[config.mk]
export PLATFORM = sky130hd
export DESIGN_NAME = vidtiming
export DESIGN_NICKNAME = d
export VERILOG_FILES = /design/src/rtl/video_pkg.sv /design/src/rtl/raster_counter.sv /design/src/rtl/vidtiming.sv
export SDC_FILE = /design/constraint.sdc
export NUM_CORES = 1
export LEC_CHECK = 0
export ABC_AREA = 1
export BUFFER_PORTS_ARGS = -buffer_cell sky130_fd_sc_hd__buf_2
export CAP_MARGIN = 25
export CORE_MARGIN = 1.5
export CORE_UTILIZATION = 56
export DETAILED_ROUTE_END_ITERATION = 10
export PLACE_DENSITY = 0.89
export SYNTH_ARGS = -nofsm -noshare
export SYNTH_HDL_FRONTEND = slang
export SYNTH_SLANG_ARGS = --single-unit
[constraint.sdc]
create_clock -name clk -period 3 [get_ports clk]
set_input_delay 0.45 -clock clk [delete_from_list [all_inputs] [get_ports clk]]
set_output_delay 0.45 -clock clk [all_outputs]
set_load 0.05 [all_outputs]
[src/rtl/video_pkg.sv]
// Shared raster constants and NMI state encoding for the video timing block.
// The top exposes these as parameter defaults so a reduced raster can be built.
package video_pkg;

  localparam int H_TOTAL     = 768;
  localparam int V_TOTAL     = 264;
  localparam int V_ACT_START = 16;
  localparam int V_ACT_END   = 240;
  localparam int HSYNC_START = 576;
  localparam int HSYNC_END   = 640;
  localparam int VSYNC_START = 248;
  localparam int VSYNC_END   = 252;

  localparam int H_W = 10;
  localparam int V_W = 9;

  typedef enum logic {
    IDLE   = 1'b0,
    ASSERT = 1'b1
  } nmi_state_t;

endpackage

[src/rtl/raster_counter.sv]
// Wrap counter 0..TOTAL-1 with an enable; tc flags the last count so the
// next stage can advance in the same cycle this one wraps.
module raster_counter #(
  parameter int W     = 10,
  parameter int TOTAL = 768
) (
  input  logic         clk,
  input  logic         rst_n,
  input  logic         en,
  output logic [W-1:0] cnt,
  output logic         tc
);

  localparam logic [W-1:0] LAST = W'(TOTAL - 1);

  assign tc = (cnt == LAST);

  always_ff @(posedge clk or negedge rst_n) begin
    if (!rst_n) begin
      cnt <= '0;
    end else if (en) begin
      cnt <= tc ? '0 : cnt + W'(1);
    end
  end

endmodule

[src/rtl/vidtiming.sv]
// Raster timing generator: H/V counters, blanking and sync, CPU-written flip
// and NMI-mask latches, frame-aligned flip staging and the vblank NMI FSM.
module vidtiming
  import video_pkg::*;
#(
  parameter int H_TOTAL     = video_pkg::H_TOTAL,
  parameter int V_TOTAL     = video_pkg::V_TOTAL,
  parameter int V_ACT_START = video_pkg::V_ACT_START,
  parameter int V_ACT_END   = video_pkg::V_ACT_END,
  parameter int HSYNC_START = video_pkg::HSYNC_START,
  parameter int HSYNC_END   = video_pkg::HSYNC_END,
  parameter int VSYNC_START = video_pkg::VSYNC_START,
  parameter int VSYNC_END   = video_pkg::VSYNC_END
) (
  input  logic       clk,
  input  logic       rst_n,
  input  logic       wrn,
  input  logic       ctrl_ena,
  input  logic       addr,
  input  logic       din,
  output logic [9:0] htiming,
  output logic [7:0] vtiming,
  output logic [7:0] vtiming_f,
  output logic       cmpblk,
  output logic       vblank,
  output logic       hsync_n,
  output logic       vsync_n,
  output logic       flip_ena,
  output logic       nmi_n,
  output nmi_state_t nmi_state
);

  localparam logic [9:0] HS_S    = 10'(HSYNC_START);
  localparam logic [9:0] HS_E    = 10'(HSYNC_END);
  localparam logic [8:0] V_AS    = 9'(V_ACT_START);
  localparam logic [8:0] V_AE    = 9'(V_ACT_END);
  localparam logic [8:0] V_ENTRY = 9'(V_ACT_END - 1);
  localparam logic [8:0] VS_S    = 9'(VSYNC_START);
  localparam logic [8:0] VS_E    = 9'(VSYNC_END);

  logic [9:0] hcnt;
  logic [8:0] vcnt;
  logic       h_tc;
  logic       v_tc;

  raster_counter #(.W(H_W), .TOTAL(H_TOTAL)) u_hcnt (
    .clk   (clk),
    .rst_n (rst_n),
    .en    (1'b1),
    .cnt   (hcnt),
    .tc    (h_tc)
  );

  raster_counter #(.W(V_W), .TOTAL(V_TOTAL)) u_vcnt (
    .clk   (clk),
    .rst_n (rst_n),
    .en    (h_tc),
    .cnt   (vcnt),
    .tc    (v_tc)
  );

  // CPU write: one latch update per clk while ctrl_ena is high and wrn is low.
  logic wr;
  logic wr_flip;
  logic wr_mask;
  logic frame_wrap;
  logic vbl_entry;

  assign wr         = ctrl_ena & ~wrn;
  assign wr_flip    = wr & ~addr;
  assign wr_mask    = wr & addr;
  assign frame_wrap = h_tc & v_tc;
  // True in the last cycle before vcnt reaches V_ACT_END.
  assign vbl_entry  = h_tc & (vcnt == V_ENTRY);

  logic flip_pend;
  logic nmi_mask;

  always_ff @(posedge clk or negedge rst_n) begin
    if (!rst_n) begin
      flip_pend <= 1'b0;
      nmi_mask  <= 1'b0;
      flip_ena  <= 1'b0;
    end else begin
      if (wr_flip) flip_pend <= din;
      if (wr_mask) nmi_mask  <= din;
      if (frame_wrap) flip_ena <= flip_pend;
    end
  end

  nmi_state_t state_q;
  nmi_state_t state_d;
  logic       mask_eff;

  always_ff @(posedge clk or negedge rst_n) begin
    if (!rst_n) state_q <= IDLE;
    else        state_q <= state_d;
  end

  // A write landing in the entry cycle decides the mask, so write-0 wins.
  always_comb begin
    state_d  = state_q;
    mask_eff = wr_mask ? din : nmi_mask;
    case (state_q)
      IDLE:    if (vbl_entry && mask_eff) state_d = ASSERT;
      ASSERT:  if (wr_mask && !din)       state_d = IDLE;
      default: state_d = IDLE;
    endcase
  end

  logic hblank;

  assign hblank    = hcnt[9];
  assign htiming   = hcnt;
  assign vtiming   = vcnt[7:0];
  assign vtiming_f = vcnt[7:0] ^ {8{flip_ena}};
  assign vblank    = (vcnt < V_AS) | (vcnt >= V_AE);
  assign cmpblk    = hblank | vblank;
  assign hsync_n   = ~((hcnt >= HS_S) & (hcnt < HS_E));
  assign vsync_n   = ~((vcnt >= VS_S) & (vcnt < VS_E));
  assign nmi_n     = (state_q == IDLE);
  assign nmi_state = state_q;

endmodule

* Word level (Yosys, flattened, before mapping) *
Index checks and enable logic that the tools add are counted.

operators by class
  reductions and logical operators = 3
  equality and inequality tests = 3
  muxes and demuxes = 6
  add/sub/neg operators = 2
  order comparisons = 6
  bitwise logic cells = 15

operator list
  cell                     number
  $ge A9 B8 Y1 const B     2
  $add A10 B1 Y10 const B  1
  $eq A10 B10 Y1 const B   1
  $ge A10 B10 Y1 const B   1
  $lt A10 B10 Y1 const B   1
  $mux W10                 1
  $add A9 B1 Y9 const B    1
  $eq A9 B8 Y1 const B     1
  $eq A9 B9 Y1 const B     1
  $lt A9 B5 Y1 const B     1
  $lt A9 B8 Y1 const B     1
  $mux W9                  1
  $xor A8 B8 Y8            1
  $and A1 B1 Y1            7
  $not A1 Y1               5
  $mux W1                  3
  $logic_and A1 B1 Y1      2
  $or A1 B1 Y1             2
  $pmux W1 S2              1
  $logic_not A1 Y1         1

storage, ports and cells
  word-level logic and storage cells = 41
  bits of input ports = 6
  register bits after elaboration = 23

* Depth between registers and ports, before layout *
  depth after elaboration = 7
  mapped depth = 8
  mapped depth without buffers = 7

* Hierarchy *
Synthesis repeated with hierarchy kept, for this count alone.

second synthesis, totals
  cells, all modules = 204
  area total of the unflattened synthesis = 1480.2 um^2

by module, submodules not included
  module                   seq. area each (um^2)  times used  cells each  area each (um^2)
  raster_counter (u_hcnt)  250.2                  1           81          600.6
  raster_counter (u_vcnt)  225.2                  1           74          533.0
  vidtiming                100.1                  1           49          346.6

* Worst setup path before layout *
No wires, ideal clock.

  kind = register to output
  start point = register flip_ena
  end point = output vtiming_f[0]
  buffers on the path = 1
  setup slack = 851 ps
  cell stages (with the launch flop) = 3
  data arrival time = 1699 ps
  required time = 2550 ps
  path through = dfrtp_1 buf_2 xor2_1

on the way
  cells in the longest elaborated chain, start to end = 1

RTL lines
  item                    RTL line          text
  start, declared         vidtiming.sv:28   output logic flip_ena,
  start signal, assigned  vidtiming.sv:87   if (frame_wrap) flip_ena <= flip_pend;
  $xor A8 B8 Y8           vidtiming.sv:116  assign vtiming_f = vcnt[7:0] ^ {8{flip_ena}};
  end, declared           vidtiming.sv:23   output logic [7:0] vtiming_f,

Every way passes these cells.

* Final worst setup path *
  start point = register u_vcnt.cnt[6]
  end point = output vsync_n

on the way
  cells in the longest elaborated chain, start to end = 3

RTL lines
  item                                          RTL line              text
  start, declared                               raster_counter.sv:10  output logic [W-1:0] cnt,
  start signal, assigned                        raster_counter.sv:22  cnt <= tc ? '0 : cnt + W'(1);
  $ge A9 B8 Y1 or $lt A9 B8 Y1 (tied branches)  vidtiming.sv:120      assign vsync_n = ~((vcnt >= VS_S) & (vcnt < VS_E));
  $and A1 B1 Y1 *                               vidtiming.sv:120
  $not A1 Y1 *                                  vidtiming.sv:120
  end, declared                                 vidtiming.sv:27       output logic vsync_n,

Mark *: on every way between the ends. The rest lies on a longest branch, timed or not.

==> impl_metrics.py <==
metrics = {
    "run_status": {
        "status": "finished, final reports clean",
    },
    "synth": {
        "synth_commonest_cells": "nand2_1, inv_1, dfrtp_1",
        "yosysMostFrequentCell": "nand2_1",
        "ys_top_cells_by_area": "dfrtp_1, nand2_1, xor2_1",
        "synthCells": 182,
        "post-synth-top-area-cell": "dfrtp_1",
        "avgSynthCellArea_um2": 7.97,
        "yosys_register_bits": 23,
        "synth_area_mm2": 0.00145,
        "ys_seq_area_share_pct": 39.7,
        "synth_edf_count": 0,
        "synth_top_area_share_pct": 39.7,
        "ys_warn_count": 0,
        "postSynthNetCount": 192,
        "synth_ff_type": "dfrtp_1",
        "synth_cell_types": 26,
        "async_flop_share_pct": 100,
    },
    "global_route": {
        "grt_antenna_before_repair": 0,
        "grt_pass1_vias": 1020,
        "grt-ovfl-total": 0,
        "grt_max_degree": 24,
        "grt_pass1_wl_mm": 4.33,
        "grt_usage_pct": 21.1,
    },
    "timing": {
        "holdWs_ps": 86.9,
        "drv_slew": 0,
        "max_freq_ghz": 0.500,
        "finalHoldViolations": 0,
        "slew_headroom_pct": 66.5,
        "fin_crit_sh_pct": 66.7,
        "skew_ps": 1.38,
        "setup_tns_ps": 0,
        "setup_viol": 0,
        "rsz0062_at_grt": "false",
        "post-route-min-period_ps": 2000,
        "tightest_slew_ps": 503,
    },
    "critical_path": {
        "critPathMaxFanout": 6,
        "setup.worst_path.start": "u_vcnt.cnt[6]",
        "worst_setup_path_start_kind": "register",
        "cp-end-kind": "output pin",
        "required_ps": 2550,
        "worstSetupPathType": "reg -> out",
        "reg2reg_from": "u_hcnt.cnt[0]",
        "crit_arrival_ps": 1550,
    },
    "run": {
        "cap_violations": 0,
    },
    "detailed_routing": {
        "drtIter0Drc": 12,
        "via_per_inst": 5.06,
        "drtPass1Iterations": 6,
        "routed_wl_mm": 2.71,
        "post-route-drc-count": 0,
        "routedWlPerCell_um": 11.2,
        "vias": 1225,
        "drtAntennaViolNets": 0,
    },
    "floorplan": {
        "dieWidth_um": 53.9,
        "rows": 18,
        "die-area_mm2": 0.00291,
        "core-area_mm2": 0.00245,
        "initial_utilization_pct": 59.1,
        "fp.dieH_um": 53.9,
        "pin_count": 39,
    },
    "layout": {
        "nNetsFinal": 223,
        "fillers": 230,
        "area_growth_pct": 10.3,
        "layout-drive-gt1-share_pct": 25.0,
        "diodes": 0,
    },
    "clock_network": {
        "htreeDepth": 1,
        "postCtsHoldBufs": 0,
        "tritoncts": "done",
        "cts.sinks": 23,
        "cts_inserted_buffers": 3,
        "cts_resized": 0,
        "clk_latency_ps": 310,
        "cts_root_buffer": "clkbuf_4",
        "path_clk_slew_ps": 120,
        "clk_path_buf_depth": 2,
        "cts_setup_buffers": 0,
    },
    "place": {
        "port_buffers": 38,
        "gp_congestion": 0.781,
        "hpwl_mm": 2.02,
    },
    "power": {
        "power_density_mw_per_mm2": 295,
        "total_leakage_power_uw": 0.000920,
        "ir_worst_vdd_mv": 0.253,
    },
    "min_path": {
        "hold_path_class": "in -> async",
    },
}
-- critical path: stages (launching register included) --
cell	delay [ps]
dfrtp_1	470
nand2_1	80
inv_1	90
nand3_1	80
or3_1	310
buf_2	210
-- layer usage --
layer | track usage (%) | part of all wire, % | up-vias
met5 | 0 | 0 | -
met4 | 12.0 | 1.9 | 0
met3 | 3.33 | 4.2 | 4
met2 | 38.0 | 51 | 33
met1 | 23.2 | 43 | 568
li1 | - | - | 620
-- cell families after synthesis --
group / synth area share [%]
buffers and inverters: 14.5
xor gates and xnor gates: 8.45
adders and majority gates: 3.45
DFF: 39.7
and+or+nand+nor: 28.6
AOI/OAI and AO/OA: 5.34
-- placed cells by master, fill, tap and decap left out --
cell type,n
nor3_1,1
buf_2,38
nor2_1,14
nand2_1,42
dfrtp_1,23
nand3_1,15
clkbuf_4,3
nand4_1,4
o21ai_2,2
nand3_4,1
xor2_1,12
nand3b_1,3
inv_1,25
ha_1,4
or3_1,1
nor2_4,2
clkbuf_1,1
a21oi_1,1
clkinv_4,1
o21ai_1,2
o21ai_0,9
inv_2,1
nor2_2,2
nand2_2,3
xnor2_1,2
-- power breakdown --
part	switching, uW	leakage (uW)	internal, uW
Sequential	1.60	0.000304	314
Clock	89.5	0.0000150	52.0
Combinational	10.3	0.000601	4.74
-- cell type report --
| type | count | area [um2] | share of cell area (%) |
|---|---|---|---|
| Timing Repair Buffer | 38 | 190 | 11.9 |
| Tap cell | 30 | 37.5 | 2.34 |
| Clock buffer | 4 | 26.3 | 1.64 |
| Inverter | 27 | 106 | 6.64 |
| Sequential cell | 23 | 576 | 35.9 |
| Multi-Input combinational cell | 120 | 666 | 41.6 |
-- final timing paths --
check | slack [ps] | to | depth (start not counted)
max | 1000 | vsync_n | 5
min | 90 | u_vcnt.cnt[2] | 1
max reg2reg | 1500 | u_vcnt.cnt[5] | 7
min reg2reg | 500 | flip_ena | 2
max in group asynchronous | 2580 | u_hcnt.cnt[7] | 1
min in group clk | 380 | nmi_state | 3
-- sequential cells by signal, summed over array words and instances (netlist names) --
name	flops
flip_ena	1
nmi_mask	1
u_hcnt.cnt	10
u_vcnt.cnt	9
flip_pend	1
nmi_state	1
-- metrics by stage --
step           utilization, %  cells  power, uW  area [um2]  worst slack [ps]
2_1_floorplan               -    182        326        1450               851
3_3_place_gp             64.2    238        337        1580              1390
3_5_place_dp             64.2    238        337        1580              1350
4_1_cts                  65.2    242        486        1600               976
5_1_grt                  65.2    242        499        1600               877
6_report                 65.2    242        472        1600               998
(Power assumes the default switching activity.)
